### src/rtl/multicycle_insn_sequencer_if.sv
// Fetch, memory and datapath-control bundle of the multicycle sequencer.
// master = sequencer, slave = fetch/datapath/memory side.
interface multicycle_insn_sequencer_if;
    logic [31:0] insn;
    logic        insn_valid;
    logic        insn_ack_rdy;
    logic        mem_ready;
    logic        mem_req;
    logic        mem_we;
    logic        sub_sra;
    logic        addr_sel;
    logic        pc_next_sel;
    logic        pc_alu_sel;
    logic        rd_we;
    logic        insn_done;
    logic        illegal;
    logic [2:0]  state;

    modport master (
        input  insn,
        input  insn_valid,
        input  mem_ready,
        output insn_ack_rdy,
        output mem_req,
        output mem_we,
        output sub_sra,
        output addr_sel,
        output pc_next_sel,
        output pc_alu_sel,
        output rd_we,
        output insn_done,
        output illegal,
        output state
    );

    modport slave (
        output insn,
        output insn_valid,
        output mem_ready,
        input  insn_ack_rdy,
        input  mem_req,
        input  mem_we,
        input  sub_sra,
        input  addr_sel,
        input  pc_next_sel,
        input  pc_alu_sel,
        input  rd_we,
        input  insn_done,
        input  illegal,
        input  state
    );
endinterface

### src/rtl/multicycle_insn_sequencer.sv
// RV32I multicycle control FSM: IDLE/DECODE/EXEC/MEM/WB/TRAP.
// MULTICYCLE_SEQ_TIMEOUT_EN enables the MEM wait timeout counter.
module multicycle_insn_sequencer #(
    parameter int XLEN        = 32,
    parameter int MEM_TIMEOUT = 16,
    parameter int CNT_W       = 5
) (
    input logic                         clk,
    input logic                         reset,
    multicycle_insn_sequencer_if.master bus
);

    if (XLEN < 32 || (2 ** CNT_W) <= MEM_TIMEOUT) begin : g_bad_cfg
        $error("multicycle_insn_sequencer: bad XLEN/CNT_W/MEM_TIMEOUT");
    end

    typedef enum logic [2:0] {
        S_IDLE   = 3'd0,
        S_DECODE = 3'd1,
        S_EXEC   = 3'd2,
        S_MEM    = 3'd3,
        S_WB     = 3'd4,
        S_TRAP   = 3'd5
    } state_t;

    localparam logic [6:0] OPC_LUI    = 7'b0110111;
    localparam logic [6:0] OPC_AUIPC  = 7'b0010111;
    localparam logic [6:0] OPC_JAL    = 7'b1101111;
    localparam logic [6:0] OPC_JALR   = 7'b1100111;
    localparam logic [6:0] OPC_BRANCH = 7'b1100011;
    localparam logic [6:0] OPC_LOAD   = 7'b0000011;
    localparam logic [6:0] OPC_STORE  = 7'b0100011;
    localparam logic [6:0] OPC_OPIMM  = 7'b0010011;
    localparam logic [6:0] OPC_OP     = 7'b0110011;

    state_t     state_q;
    logic [6:0] opc_q;
    logic [2:0] funct3_q;
    logic       b30_q;
    logic       is_mem_q;
    logic       is_store_q;
    logic       wr_rd_q;

    logic ack_q;
    logic mem_req_q;
    logic mem_we_q;
    logic sub_sra_q;
    logic addr_sel_q;
    logic pc_next_sel_q;
    logic pc_alu_sel_q;
    logic rd_we_q;
    logic done_q;
    logic ill_q;

`ifdef MULTICYCLE_SEQ_TIMEOUT_EN
    logic [CNT_W-1:0] cnt_q;
`endif

    // Only the opcode, funct3 and bit 30 steer control; the rest of
    // the word belongs to the datapath.
    always_ff @(posedge clk or posedge reset) begin
        if (reset) begin
            state_q       <= S_IDLE;
            opc_q         <= '0;
            funct3_q      <= '0;
            b30_q         <= 1'b0;
            is_mem_q      <= 1'b0;
            is_store_q    <= 1'b0;
            wr_rd_q       <= 1'b0;
            ack_q         <= 1'b0;
            mem_req_q     <= 1'b0;
            mem_we_q      <= 1'b0;
            sub_sra_q     <= 1'b0;
            addr_sel_q    <= 1'b0;
            pc_next_sel_q <= 1'b0;
            pc_alu_sel_q  <= 1'b0;
            rd_we_q       <= 1'b0;
            done_q        <= 1'b0;
            ill_q         <= 1'b0;
`ifdef MULTICYCLE_SEQ_TIMEOUT_EN
            cnt_q         <= '0;
`endif
        end else begin
            ack_q     <= 1'b0;
            mem_req_q <= 1'b0;
            mem_we_q  <= 1'b0;
            rd_we_q   <= 1'b0;
            done_q    <= 1'b0;
            unique case (state_q)
                S_IDLE: begin
                    if (ack_q && bus.insn_valid) begin
                        opc_q    <= bus.insn[6:0];
                        funct3_q <= bus.insn[14:12];
                        b30_q    <= bus.insn[30];
                        ill_q    <= 1'b0;
                        state_q  <= S_DECODE;
                    end else begin
                        ack_q <= 1'b1;
                    end
                end
                S_DECODE: begin
                    state_q       <= S_EXEC;
                    is_mem_q      <= 1'b0;
                    is_store_q    <= 1'b0;
                    wr_rd_q       <= 1'b1;
                    sub_sra_q     <= 1'b0;
                    addr_sel_q    <= 1'b0;
                    pc_next_sel_q <= 1'b0;
                    pc_alu_sel_q  <= 1'b0;
                    unique case (1'b1)
                        (opc_q == OPC_LUI),
                        (opc_q == OPC_AUIPC): begin
                        end
                        (opc_q == OPC_JAL): begin
                            pc_next_sel_q <= 1'b1;
                        end
                        (opc_q == OPC_JALR): begin
                            pc_alu_sel_q  <= 1'b1;
                            pc_next_sel_q <= 1'b1;
                        end
                        (opc_q == OPC_BRANCH): begin
                            sub_sra_q <= 1'b1;
                            wr_rd_q   <= 1'b0;
                        end
                        (opc_q == OPC_LOAD): begin
                            pc_alu_sel_q <= 1'b1;
                            addr_sel_q   <= 1'b1;
                            is_mem_q     <= 1'b1;
                        end
                        (opc_q == OPC_STORE): begin
                            pc_alu_sel_q <= 1'b1;
                            addr_sel_q   <= 1'b1;
                            is_mem_q     <= 1'b1;
                            is_store_q   <= 1'b1;
                            wr_rd_q      <= 1'b0;
                        end
                        (opc_q == OPC_OP): begin
                            pc_alu_sel_q <= 1'b1;
                            sub_sra_q    <= b30_q;
                        end
                        (opc_q == OPC_OPIMM): begin
                            pc_alu_sel_q <= 1'b1;
                            sub_sra_q    <= b30_q && (funct3_q == 3'b101);
                        end
                        default: begin
                            ill_q   <= 1'b1;
                            wr_rd_q <= 1'b0;
                            done_q  <= 1'b1;
                            state_q <= S_TRAP;
                        end
                    endcase
                end
                S_EXEC: begin
                    if (is_mem_q) begin
                        mem_req_q <= 1'b1;
                        mem_we_q  <= is_store_q;
                        state_q   <= S_MEM;
`ifdef MULTICYCLE_SEQ_TIMEOUT_EN
                        cnt_q     <= '0;
`endif
                    end else begin
                        done_q  <= 1'b1;
                        rd_we_q <= wr_rd_q;
                        state_q <= S_WB;
                    end
                end
                S_MEM: begin
                    if (bus.mem_ready) begin
                        done_q  <= 1'b1;
                        rd_we_q <= wr_rd_q;
                        state_q <= S_WB;
`ifdef MULTICYCLE_SEQ_TIMEOUT_EN
                    end else if (cnt_q == CNT_W'(MEM_TIMEOUT - 1)) begin
                        ill_q   <= 1'b1;
                        done_q  <= 1'b1;
                        state_q <= S_TRAP;
                    end else begin
                        cnt_q     <= cnt_q + 1'b1;
                        mem_req_q <= 1'b1;
                        mem_we_q  <= is_store_q;
                    end
`else
                    end else begin
                        mem_req_q <= 1'b1;
                        mem_we_q  <= is_store_q;
                    end
`endif
                end
                S_WB, S_TRAP: begin
                    ack_q         <= 1'b1;
                    sub_sra_q     <= 1'b0;
                    addr_sel_q    <= 1'b0;
                    pc_next_sel_q <= 1'b0;
                    pc_alu_sel_q  <= 1'b0;
                    state_q       <= S_IDLE;
                end
                default: begin
                    state_q <= S_IDLE;
                end
            endcase
        end
    end

    assign bus.insn_ack_rdy = ack_q;
    assign bus.mem_req      = mem_req_q;
    assign bus.mem_we       = mem_we_q;
    assign bus.sub_sra      = sub_sra_q;
    assign bus.addr_sel     = addr_sel_q;
    assign bus.pc_next_sel  = pc_next_sel_q;
    assign bus.pc_alu_sel   = pc_alu_sel_q;
    assign bus.rd_we        = rd_we_q;
    assign bus.insn_done    = done_q;
    assign bus.illegal      = ill_q;
    assign bus.state        = state_q;

endmodule

### src/flat_wrapper.sv
// flat-port wrapper written by rule: the top's interface ports become plain ports
module multicycle_insn_sequencer_flat 
#(
    parameter int XLEN        = 32,
    parameter int MEM_TIMEOUT = 16,
    parameter int CNT_W       = 5
)
  (clk, reset, bus_insn, bus_insn_valid, bus_mem_ready, bus_insn_ack_rdy, bus_mem_req, bus_mem_we, bus_sub_sra, bus_addr_sel, bus_pc_next_sel, bus_pc_alu_sel, bus_rd_we, bus_insn_done, bus_illegal, bus_state);
  multicycle_insn_sequencer_if bus_i ();
  input logic clk;
  input logic reset;
  input wire logic [$bits(bus_i.insn)-1:0] bus_insn;
  input wire logic [$bits(bus_i.insn_valid)-1:0] bus_insn_valid;
  input wire logic [$bits(bus_i.mem_ready)-1:0] bus_mem_ready;
  output wire logic [$bits(bus_i.insn_ack_rdy)-1:0] bus_insn_ack_rdy;
  output wire logic [$bits(bus_i.mem_req)-1:0] bus_mem_req;
  output wire logic [$bits(bus_i.mem_we)-1:0] bus_mem_we;
  output wire logic [$bits(bus_i.sub_sra)-1:0] bus_sub_sra;
  output wire logic [$bits(bus_i.addr_sel)-1:0] bus_addr_sel;
  output wire logic [$bits(bus_i.pc_next_sel)-1:0] bus_pc_next_sel;
  output wire logic [$bits(bus_i.pc_alu_sel)-1:0] bus_pc_alu_sel;
  output wire logic [$bits(bus_i.rd_we)-1:0] bus_rd_we;
  output wire logic [$bits(bus_i.insn_done)-1:0] bus_insn_done;
  output wire logic [$bits(bus_i.illegal)-1:0] bus_illegal;
  output wire logic [$bits(bus_i.state)-1:0] bus_state;
  assign bus_i.insn = bus_insn;
  assign bus_i.insn_valid = bus_insn_valid;
  assign bus_i.mem_ready = bus_mem_ready;
  assign bus_insn_ack_rdy = bus_i.insn_ack_rdy;
  assign bus_mem_req = bus_i.mem_req;
  assign bus_mem_we = bus_i.mem_we;
  assign bus_sub_sra = bus_i.sub_sra;
  assign bus_addr_sel = bus_i.addr_sel;
  assign bus_pc_next_sel = bus_i.pc_next_sel;
  assign bus_pc_alu_sel = bus_i.pc_alu_sel;
  assign bus_rd_we = bus_i.rd_we;
  assign bus_insn_done = bus_i.insn_done;
  assign bus_illegal = bus_i.illegal;
  assign bus_state = bus_i.state;
  multicycle_insn_sequencer #(.XLEN(XLEN), .MEM_TIMEOUT(MEM_TIMEOUT), .CNT_W(CNT_W)) u_core (.clk(clk), .reset(reset), .bus(bus_i));
endmodule
### config.mk
export PLATFORM = sky130hd
export DESIGN_NAME = multicycle_insn_sequencer_flat
export DESIGN_NICKNAME = d
export VERILOG_FILES = /design/src/rtl/multicycle_insn_sequencer_if.sv /design/src/rtl/multicycle_insn_sequencer.sv /design/src/flat_wrapper.sv
export SDC_FILE = /design/constraint.sdc
export NUM_CORES = 1
export LEC_CHECK = 0
export ABC_AREA = 1
export ABC_CLOCK_PERIOD_IN_PS = 1200
export BUFFER_PORTS_ARGS = -buffer_cell sky130_fd_sc_hd__buf_2
export CORE_MARGIN = 3
export CORE_UTILIZATION = 29
export CTS_CLUSTER_SIZE = 20
export DETAILED_ROUTE_END_ITERATION = 10
export GPL_TIMING_DRIVEN = 1
export PLACE_DENSITY = 0.6
export RECOVER_POWER = 25
export SLEW_MARGIN = 10
export SYNTH_ARGS = -nofsm -noshare
export SYNTH_HDL_FRONTEND = slang
export SYNTH_SLANG_ARGS = --single-unit
### constraint.sdc
create_clock -name clk -period 1.2 [get_ports clk]
set_clock_uncertainty 0.15 [all_clocks]
set_input_delay 0.24 -clock clk [delete_from_list [all_inputs] [get_ports clk]]
set_output_delay 0.24 -clock clk [all_outputs]
set_load 0.02 [all_outputs]
# Word level (Yosys, flattened, before mapping)
# Index checks and enable logic that the tools add are counted.
[totals]
wordCells = 82
out_inout_bits = 13
input_bits = 36
reg_bits = 27
[classes]
reduce_logical = 14
mux = 33
n_eq_ne = 18
[op_table]
columns = ["op", "count"]
rows = [
  ["equality test 7 x 6 -> 1 bit, second input constant", 3],
  ["equality test 7 bit, second input constant", 3],
  ["case mux 1 bit (2 select lines)", 9],
  ["two-way mux 1 bit", 17],
  ["equality test 7 x 5 -> 1 bit, second input constant", 2],
  ["two-way mux 3 bit", 4],
  ["case mux 3 bit (4 select lines)", 1],
  ["equality test 3 bit, second input constant", 3],
  ["OR reduction 9 bit", 1],
  ["equality test 7 x 2 -> 1 bit, second input constant", 1],
  ["OR reduction 7 bit", 1],
  ["equality test 3 x 2 -> 1 bit, second input constant", 2],
  ["case mux 1 bit (3 select lines)", 2],
  ["OR reduction 2 bit", 3],
  ["OR reduction 5 bit", 1],
  ["!= test 2 bit, second input constant", 2],
  ["AND reduction 2 bit", 2],
  ["nonzero test 2 bit", 2],
  ["equality test 3 x 1 -> 1 bit, second input constant", 1],
  ["logical NOT 3 bit", 1],
  ["AND reduction 3 bit", 1],
  ["logical AND 1 bit", 2],
  ["!= test 2 x 1 -> 1 bit, second input constant", 1],
]

# Depth between registers and ports, before layout
# Gate-level depths: netlist of the first run.
[logic_depth]
ltp_word = 4
depth_mapped = 8
mapped_depth_nobuf = 8

# Worst setup path before layout of the first run
# No wires, ideal clock.
[synth_path]
kind = "register to register"
start = "reg u_core.state_q[2], in the netlist u_core.bus.state[2]"
end = "reg u_core.opc_q[6]"
synth_period_minus_slack_ns = 1.370
path_slack_ns = -0.170
t_required_ns = 0.925
path_stages_with_launch = 6
setup_time_ns = 0.125
path_buffers = 1
arrival_ns = 1.095
path_cell_list = "dfrtp_1 > nor2_4 > nand4_4 > inv_4 > buf_6 > o21ai_1"
[synth_via]
elab_chain_cells = 2
[synth_lines]
columns = ["element", "line_no", "rtl"]
rows = [
  ["start: declaration", "multicycle_insn_sequencer.sv:36", "state_t state_q;"],
  ["start signal: assignment", "multicycle_insn_sequencer.sv:63", "state_q <= S_IDLE;"],
  ["start signal: assignment", "multicycle_insn_sequencer.sv:96", "state_q <= S_DECODE;"],
  ["start signal: assignment", "multicycle_insn_sequencer.sv:102", "state_q <= S_EXEC;"],
  ["logical NOT 3 bit", "multicycle_insn_sequencer.sv:89", "unique case (state_q)"],
  ["AND reduction 2 bit (no line)", "--", ""],
  ["end signal: assignment", "multicycle_insn_sequencer.sv:92", "opc_q <= bus.insn[6:0];"],
  ["end: declaration", "multicycle_insn_sequencer.sv:37", "logic [6:0] opc_q;"],
]
# Every way passes these cells.
# A chain may end at the register's enable or synchronous reset.

# Final worst setup path of the first run
[layout_path]
start = "reg u_core.state_q[1], in the netlist u_core.bus.state[1]"
end = "reg u_core.funct3_q[0]"
[layout_via]
elab_chain_cells = 2
[layout_lines]
columns = ["element", "line_no", "rtl"]
rows = [
  ["logical NOT 3 bit", "multicycle_insn_sequencer.sv:89", ""],
  ["AND reduction 2 bit (no line)", "--", ""],
  ["end signal: assignment", "multicycle_insn_sequencer.sv:93", "funct3_q <= bus.insn[14:12];"],
  ["end: declaration", "multicycle_insn_sequencer.sv:38", "logic [2:0] funct3_q;"],
]
# Every way passes these cells.

==> impl_metrics.toml, run 1 <==
[place]
hpwl_um = 1840
gp_congestion = 0.826
portBuffers = 27

[logic_synthesis]
synth_top_flop_cell = "dfrtp_1"
synth_compound_gate_area_share = 0.0722
synth-seq-cells = 27
yosys-top-cells-area = "dfrtp_1, nand2_1, inv_1"
netlist.area_leader.share = 0.565
synth_top_family_by_area = "simple AND/OR/NAND/NOR gates"
synth.most_common_cell = "nand2_1"
async_reset_ff_frac = 1.00
syn-cell-area_um2 = 1200
syn-instance-count = 141
synthAdderAreaFrac = 0
synth_simple_gate_area_frac = 0.285
synthesis.nets = 177
ys_seq_area_frac = 0.565
synthDistinctLibCells = 20
synth_edf_count = 0
synth_area_per_cell_um2 = 8.48
yosysTopAreaCell = "dfrtp_1"
synth_xor_area_frac = 0
yosys_warnings = 0
synth_common_cells = "nand2_1, dfrtp_1, inv_1"
synthMuxAreaShare = 0

[global_routing]
grt_usage = 0.117
grt_pass1_vias = 1082
overflow = 0
antenna_found_initial = 0
grt_max_degree = 28
grt_pass1_wl_um = 4630

[layout]
area_growth_pct = 63.8
drive_gt1_frac = 0.519
nNetsFinal = 245
final_core_util = 0.512
n_fill_cell = 371
diodes = 0
seqCellArea_um2 = 679
multi_input_area_um2 = 553

[floorplanning]
initial_core_util = 0.313
die_height_um = 70.2
io_pins = 49
die-width_um = 70.2
rows = 22
die_area_um2 = 4930
core_area_um2 = 3830

[min_path]
holdPathStages = 3
hold_class = "in -> reg"
min_from = "bus_insn[3]"
hold_end = "u_core.opc_q[3]"

[sta]
grt_setup_unrepaired = "yes"
hold_viol = 0
setup_viol = 32
relSlewSlack = 0.750
finalMaxSlewViolations = 0
fmax_mhz = 714
worst-slew-pin-transition_ns = 0.375
period_minus_slack_ns = 1.40
hold_ws_ns = 0.0149
setup_slack_ns = -0.200
period_share = 1.17

[critical_path]
r2r_end = "u_core.funct3_q[0]"
rrSetupSlack_ns = -0.20
crit_type = "reg -> reg"
critPathArrivalTime_ns = 1.43
cp-end-kind = "flip-flop"
start_kind = "flip-flop"
timing.rr.start = "u_core.bus.state[1]"
cp.required_ns = 1.23
cp_max_fo = 7
worstRegToRegCells = 5

[run_status]
status = "finished, violations left"
violations = "negative setup slack"

[route]
drtIter0Drc = 22
drc = 0
wl_per_cell_um = 10.9
firstDrtPassIters = 4
postRouteAntennaNets = 0
via_per_inst = 4.30
drt_wl_total_um = 2790
vias = 1101

[cts]
htreeDepth = 1
cts_tree = "yes"
cts_buffer_depth = 2
clk_latency_ns = 0.28
cts_root_buffer = "clkbuf_8"
path_clk_slew_ns = 0.09
cts_sinks = 27
cts_buffers = 3

[power_and_ir_drop]
power.leakage_uw = 0.00102
peakVddDrop_v = 0.000772
power.density_nw_per_um2 = 2080

[flow_run]
max-cap-violations = 0
==> layer usage <==
metal,up-vias,routed length [um],track usage
li1,573,-,-
met1,494,1230,0.142
met2,27,1370,0.200
met3,7,122,0.0216
met4,0,70,0.0511
met5,-,0,0
==> report_power, final <==
| group | switching, uW | total (uW) | internal, uW |
|---|---|---|---|
| combinational | 1070 | 2100 | 1030 |
| sequential | 239 | 1450 | 1210 |
| clock | 294 | 527 | 233 |
==> metrics by stage <==
stage / worst slack (ns) / setup TNS, ns / instance area, um^2 / std cells / total power [uW]
after floorplan: -0.122 / -1.49 / 1200 / 141 / 2290
after global placement: -0.137 / -1.82 / 1550 / 236 / 2910
after detailed placement: -0.164 / -2.50 / 1550 / 236 / 2930
after CTS: -0.173 / -3.54 / 1860 / 254 / 3940
after global routing: -0.254 / -5.86 / 1960 / 256 / 4380
final: -0.200 / -3.69 / 1960 / 256 / 4070
==> cell families after synthesis <==
logic type | after synthesis
and+or+nand+nor | 77
DFF | 27
buffers and inverters | 22
AOI/OAI and AO/OA | 15
==> sequential cells by signal, indices dropped and copies added (netlist names) <==
signal / flops
u_core.bus.pc_alu_sel: 1
u_core.bus.mem_we: 1
u_core.opc_q: 7
u_core.bus.insn_ack_rdy: 1
u_core.bus.illegal: 1
u_core.b30_q: 1
u_core.wr_rd_q: 1
u_core.bus.pc_next_sel: 1
u_core.bus.sub_sra: 1
u_core.bus.insn_done: 1
u_core.is_store_q: 1
u_core.is_mem_q: 1
u_core.bus.mem_req: 1
u_core.bus.addr_sel: 1
u_core.funct3_q: 3
u_core.bus.rd_we: 1
u_core.bus.state: 3
==> layout make-up <==
class | count | area share
repair inverters | 2 | 0.00511
well taps | 48 | 0.0307
inverters | 21 | 0.0466
clock inverters | 1 | 0.00255
flip-flops and latches | 27 | 0.347
repair buffers | 62 | 0.265
multi-input cells | 92 | 0.282
clock buffers | 3 | 0.0211
==> worst max-delay path by stage <==
stage,start,end,depth (start not counted)
5_1_grt,u_core.bus.state[1],u_core.funct3_q[2],5
2_1_floorplan,u_core.bus.state[1],u_core.opc_q[6],5
4_1_cts,u_core.bus.state[2],u_core.funct3_q[2],5
6_report,u_core.bus.state[1],u_core.funct3_q[0],5
3_5_place_dp,u_core.bus.state[1],u_core.bus.state[0],7
3_3_place_gp,u_core.bus.state[1],u_core.bus.state[0],7
==> worst max-delay path, stage by stage (launching register included) <==
cell and delay [ns]:
dfrtp_2 0.45, nor2_4 0.19, nand4_4 0.23, buf_6 0.19, nand2_1 0.05, nand2_1 0.05
==> placed cells by master, fill, tap and decap left out, types with 2 or more instances in the layout <==
| cell type | n |
|---|---|
| a21oi_1 | 2 |
| buf_2 | 15 |
| buf_4 | 20 |
| buf_6 | 21 |
| clkbuf_8 | 3 |
| clkinv_2 | 3 |
| clkinv_4 | 2 |
| dfrtp_1 | 24 |
| dfrtp_2 | 3 |
| dlygate4sd3_1 | 5 |
| inv_1 | 12 |
| inv_2 | 6 |
| nand2_1 | 38 |
| nand2_2 | 18 |
| nand3_1 | 6 |
| nor2_1 | 3 |
| nor2_4 | 5 |
| o21ai_0 | 2 |
| o21ai_1 | 4 |
| o21ai_2 | 2 |
| o22ai_1 | 2 |
==> what timing repair did <==
action / 4_1_cts / 5_1_grt
setup buffers: 8 / 1
resized for setup: 48 / 33
cloned: 1 / 1
hold endpoints to repair: 31 / 0
pin swaps: 10 / 15
hold buffers: 5 / 0
endpoints found under the setup margin: 35 / 39
(Power assumes the default switching activity.)
==> run 2, diff against run 1 <==
- CORE_ASPECT_RATIO: not set -> 1.75
==> impl_metrics.toml, run 2 (synthesis gave the netlist of run 1 again) <==
[run_status]
status = "finished, violations left"
violations = "negative setup slack"

[floorplanning]
core_area_um2 = 3940
rows = 30
io_pins = 49
die_height_um = 91.0
initial_core_util = 0.303
die-width_um = 54.6
die_area_um2 = 4960

[cts]
cts_buffer_depth = 2
cts_sinks = 27
cts_buffers = 3
path_clk_slew_ns = 0.09
cts_root_buffer = "clkbuf_8"
cts_tree = "yes"
htreeDepth = 1
clk_latency_ns = 0.27

[critical_path]
cp_max_fo = 8
cp.required_ns = 1.25
start_kind = "flip-flop"
critPathArrivalTime_ns = 1.42
cp-end-kind = "flip-flop"
crit_type = "reg -> reg"

[place]
hpwl_um = 1850
pre_cts_ws_ns = -0.133
portBuffers = 27
dp.cells = 232
gp_congestion = 0.715

[global_routing]
grt_usage = 0.121
grt_pass1_vias = 1050
overflow = 0
grt_max_degree = 28
antenna_found_initial = 0
grt_pass1_wl_um = 4410

[sta]
period_minus_slack_ns = 1.37
hold_viol = 0
setup_viol = 32
finalMaxSlewViolations = 0
relSlewSlack = 0.762
setup_slack_ns = -0.166
grt_setup_unrepaired = "yes"
worst-slew-pin-transition_ns = 0.358
fmax_mhz = 732
period_share = 1.14

[power_and_ir_drop]
pwr-share-clk = 0.124
peakVddDrop_v = 0.00121
power.leakage_uw = 0.000982
p_switching_uw = 1620
power_frac_comb = 0.527
p_seq_frac = 0.349
power.density_nw_per_um2 = 2170
p_int_uw = 2460
swShare = 0.396

[layout]
nNetsFinal = 237
area_growth_pct = 57.1
layout_common_cells = "nand2_1, dfrtp_1, buf_4"
largest_reg_flops = 7
regMostFlops = "u_core.opc_q"
final_common_cell = "nand2_1"
diodes = 0
fin_cells = 248
drive_gt1_frac = 0.505

[route]
wl_per_cell_um = 11.6
postRouteAntennaNets = 0
vias = 1102
drt_wl_total_um = 2880
via_per_inst = 4.44
firstDrtPassIters = 4
drtIter0Drc = 30
drc = 0

[flow_run]
max-cap-violations = 0

[min_path]
hold_class = "in -> reg"
==> run 2: cell types whose count changed in the layout (fill, tap and decap cells not counted), sizes merged <==
cell / before / now
nand4: 2 / 3
dlygate4sd3: 5 / 1
buf: 56 / 52
inv: 19 / 20
clkinv: 5 / 3
==> run 2: timing repair <==
item	4_1_cts	5_1_grt
buffers inserted	3	7
pin swaps	3	8
hold endpoints to repair	27	0
cloned	1	1
gates resized for setup	25	51
hold buffers	1	0
setup endpoints to repair	35	39
==> run 2: layout make-up <==
| class | count | area (um^2) |
|---|---|---|
| fill | 398 | 2060 |
| sequential | 27 | 681 |
| multi-input combinational | 93 | 556 |
| timing repair buffer | 54 | 434 |
| inverter | 21 | 93.8 |
| tap | 48 | 60.1 |
| clock buffer | 3 | 41.3 |
| timing repair inverter | 1 | 8.76 |
| clock inverter | 1 | 5.00 |
==> run 2: power groups by stage <==
stage | Clock, uW | Sequential (uW) | Combinational [uW]
2_1_floorplan | 0 | 1500 | 785
3_3_place_gp | 0 | 1390 | 1510
3_5_place_dp | 0 | 1400 | 1520
4_1_cts | 521 | 1390 | 1720
5_1_grt | 558 | 1460 | 2380
6_report | 504 | 1420 | 2150
==> run 2: metal layers <==
| layer | part of all wire | up-vias | GRT usage |
|---|---|---|---|
| li1 | - | 561 | - |
| met1 | 0.35 | 511 | 0.127 |
| met2 | 0.59 | 23 | 0.217 |
| met3 | 0.030 | 7 | 0.0148 |
| met4 | 0.030 | 0 | 0.0624 |
| met5 | 0 | - | 0 |
==> run 2: per-stage QoR <==
step	setup TNS [ns]	hold slack [ns]	power, uW	instance area [um^2]	utilization
6_report	-3.23	0.00469	4070	1880	0.477
5_1_grt	-5.22	0.00719	4390	1880	0.477
4_1_cts	-2.80	0.000928	3640	1680	0.427
3_5_place_dp	-2.32	0.129	2920	1520	0.387
3_3_place_gp	-2.10	0.129	2900	1520	0.387
2_1_floorplan	-1.49	0.143	2290	1200	-
==> run 2: final timing paths <==
check / start / end / slack (ns) / cells after the start
max in group asynchronous: reset / u_core.bus.state[1] / 0.18 / 4
hold reg to reg: u_core.funct3_q[1] / u_core.funct3_q[1] / 0.33 / 2
setup reg to reg: u_core.bus.state[2] / u_core.opc_q[6] / -0.17 / 5
hold / removal: bus_insn[13] / u_core.funct3_q[1] / 0.005 / 3
min in group asynchronous: reset / u_core.bus.rd_we / 0.44 / 4
setup / recovery: u_core.bus.state[2] / u_core.opc_q[6] / -0.17 / 5
==> run 2: critical path, cell delays in order, from the launching register on <==
cell and delay (ns):
dfrtp_2 0.46, nor2_4 0.21, nand4_4 0.21, clkinv_4 0.15, nand2_1 0.06, o21ai_1 0.06
==> run 3, diff against run 2 <==
- CORE_UTILIZATION: 29 -> 42
- PLACE_DENSITY: 0.6 -> 0.79
==> impl_metrics.toml, run 3 (synthesis gave the netlist of run 1 again) <==
[run_status]
status = "finished, violations left"
violations = "negative setup slack"

[critical_path]
cp_common_cell = "nand2_2"
critPathArrivalTime_ns = 1.44
timing.critical_path.from = "u_core.bus.state[2]"
cp.required_ns = 1.27
cpPeakStageDelay_ns = 0.46
cp_max_fo = 8
crit_type = "reg -> reg"
crit_buf_inv = 1
rrSetupSlack_ns = -0.17
timing.rr.start = "u_core.bus.state[2]"
path_cells = "nor2_4 -> nand4_4 -> clkinv_4 -> nand2_2 -> nand2_2"
critical_path.top_delay_family = "simple AND/OR/NAND/NOR gates"
start_kind = "flip-flop"
crit_slowest_cell = "dfrtp_2"
cp-end-kind = "flip-flop"

[power_and_ir_drop]
p_int_uw = 2470
peakVddDrop_v = 0.00141
p_switching_uw = 1800
power.leakage_uw = 0.000983
swShare = 0.422
totalPowerFinal_uw = 4260
power.density_nw_per_um2 = 2290
p_seq_frac = 0.336
pwr-share-clk = 0.123
power_frac_comb = 0.542

[cts]
cts_root_buffer = "clkbuf_8"
htreeDepth = 1
path_clk_slew_ns = 0.09
cts_tree = "yes"
cts_sinks = 27
cts_buffer_depth = 2
clk_latency_ns = 0.28
cts_buffers = 3

[route]
drtIter0Drc = 33
wl_per_cell_um = 14.9
postRouteAntennaNets = 0
vias = 1186
firstDrtPassIters = 4
via_per_inst = 5.22
drc = 0
drt_wl_total_um = 3390

[min_path]
min_from = "bus_insn[12]"
hold_class = "in -> reg"

[sta]
worst-slew-pin-transition_ns = 0.363
finalMaxSlewViolations = 0
setup_viol = 33
hold_viol = 0
grt_setup_unrepaired = "yes"
setup_slack_ns = -0.167
hold_ws_ns = 0.0101
period_share = 1.14
period_minus_slack_ns = 1.37
fmax_mhz = 731
relSlewSlack = 0.758

[global_routing]
gr-usage-met3 = 0.0260
grtUsageMet2 = 0.334
grt_use_met1 = 0.193
antenna_found_initial = 0
grt_usage = 0.187
grt_max_degree = 28
grt_pass1_vias = 1122
overflow = 0
top_usage_layer = "met2"
grt_pass1_wl_um = 4840

[layout]
layout_common_cells = "nand2_1, dfrtp_1, buf_4"
final_common_cell = "nand2_1"
drive_gt1_frac = 0.560
area_growth_pct = 55.5
diodes = 0
regMostFlops = "u_core.opc_q"
nNetsFinal = 237
largest_reg_flops = 7

[floorplanning]
die-width_um = 46.3
die_height_um = 76.6
core_area_um2 = 2720
rows = 25
die_area_um2 = 3550
io_pins = 49
initial_core_util = 0.440

[flow_run]
max-cap-violations = 0

[place]
gp_congestion = 0.883
hpwl_um = 1880
portBuffers = 27
run 3: cell types whose count changed in the layout (fill, tap and decap cells not counted), sizes merged:
cell	delta
buf	-1
inv	+1
run 3: worst paths after layout:
kind,endpoint,cells after the start
max,u_core.b30_q,5
max reg2reg,u_core.b30_q,5
min,u_core.funct3_q[0],3
max in group asynchronous,u_core.bus.state[1],4
min in group asynchronous,u_core.bus.illegal,4
min reg2reg,u_core.funct3_q[0],2
run 3: power groups by stage:
stage                     registers, uW  logic [uW]  clock network (uW)
final                              1430        2310                 523
after global routing               1460        2510                 558
after CTS                          1400        1890                 524
after detailed placement           1410        1450                   0
after global placement             1390        1390                   0
after floorplan                    1500         785                   0
run 3: layer usage:
layer | vias up | part of all wire | wire (um)
met1 | 569 | 0.33 | 1130
met3 | 12 | 0.038 | 129
met5 | - | 0 | 0
met2 | 40 | 0.59 | 2000
li1 | 565 | - | -
met4 | 0 | 0.038 | 130
run 3: final cells by class:
cell class                      instances  area (um^2)
Timing Repair inverter                  2         15.0
Clock buffer                            3         41.3
Timing Repair Buffer                   53          409
Clock inverter                          1         5.00
Fill cell                             203          861
Sequential cell                        27          681
Multi-Input combinational cell         93          584
Inverter                               21         91.3
Tap cell                               27         33.8
run 3: repair_timing:
item | 4_1_cts | 5_1_grt
cloned | 2 | 1
gates resized for setup | 41 | 39
endpoints found under the hold margin | 27 | 0
setup endpoints to repair | 35 | 37
pin swaps | 3 | 13
hold buffers | 1 | 0
setup buffers | 7 | 4
run 3: worst register-to-register path, cell delays in order (launching register included):
cell and delay, ns:
dfrtp_2 0.46, nor2_4 0.22, nand4_4 0.20, clkinv_4 0.15, nand2_2 0.07, nand2_2 0.07
run 3: through the flow:
step,util,cell area [um^2],TNS [ns],std cells,worst slack (ns)
floorplan,-,1200,-1.49,141,-0.122
global placement,0.537,1460,-1.27,208,-0.0978
detailed placement,0.537,1460,-2.06,208,-0.132
CTS,0.627,1710,-2.46,222,-0.139
global route,0.684,1860,-5.63,227,-0.247
finish,0.684,1860,-3.76,227,-0.167
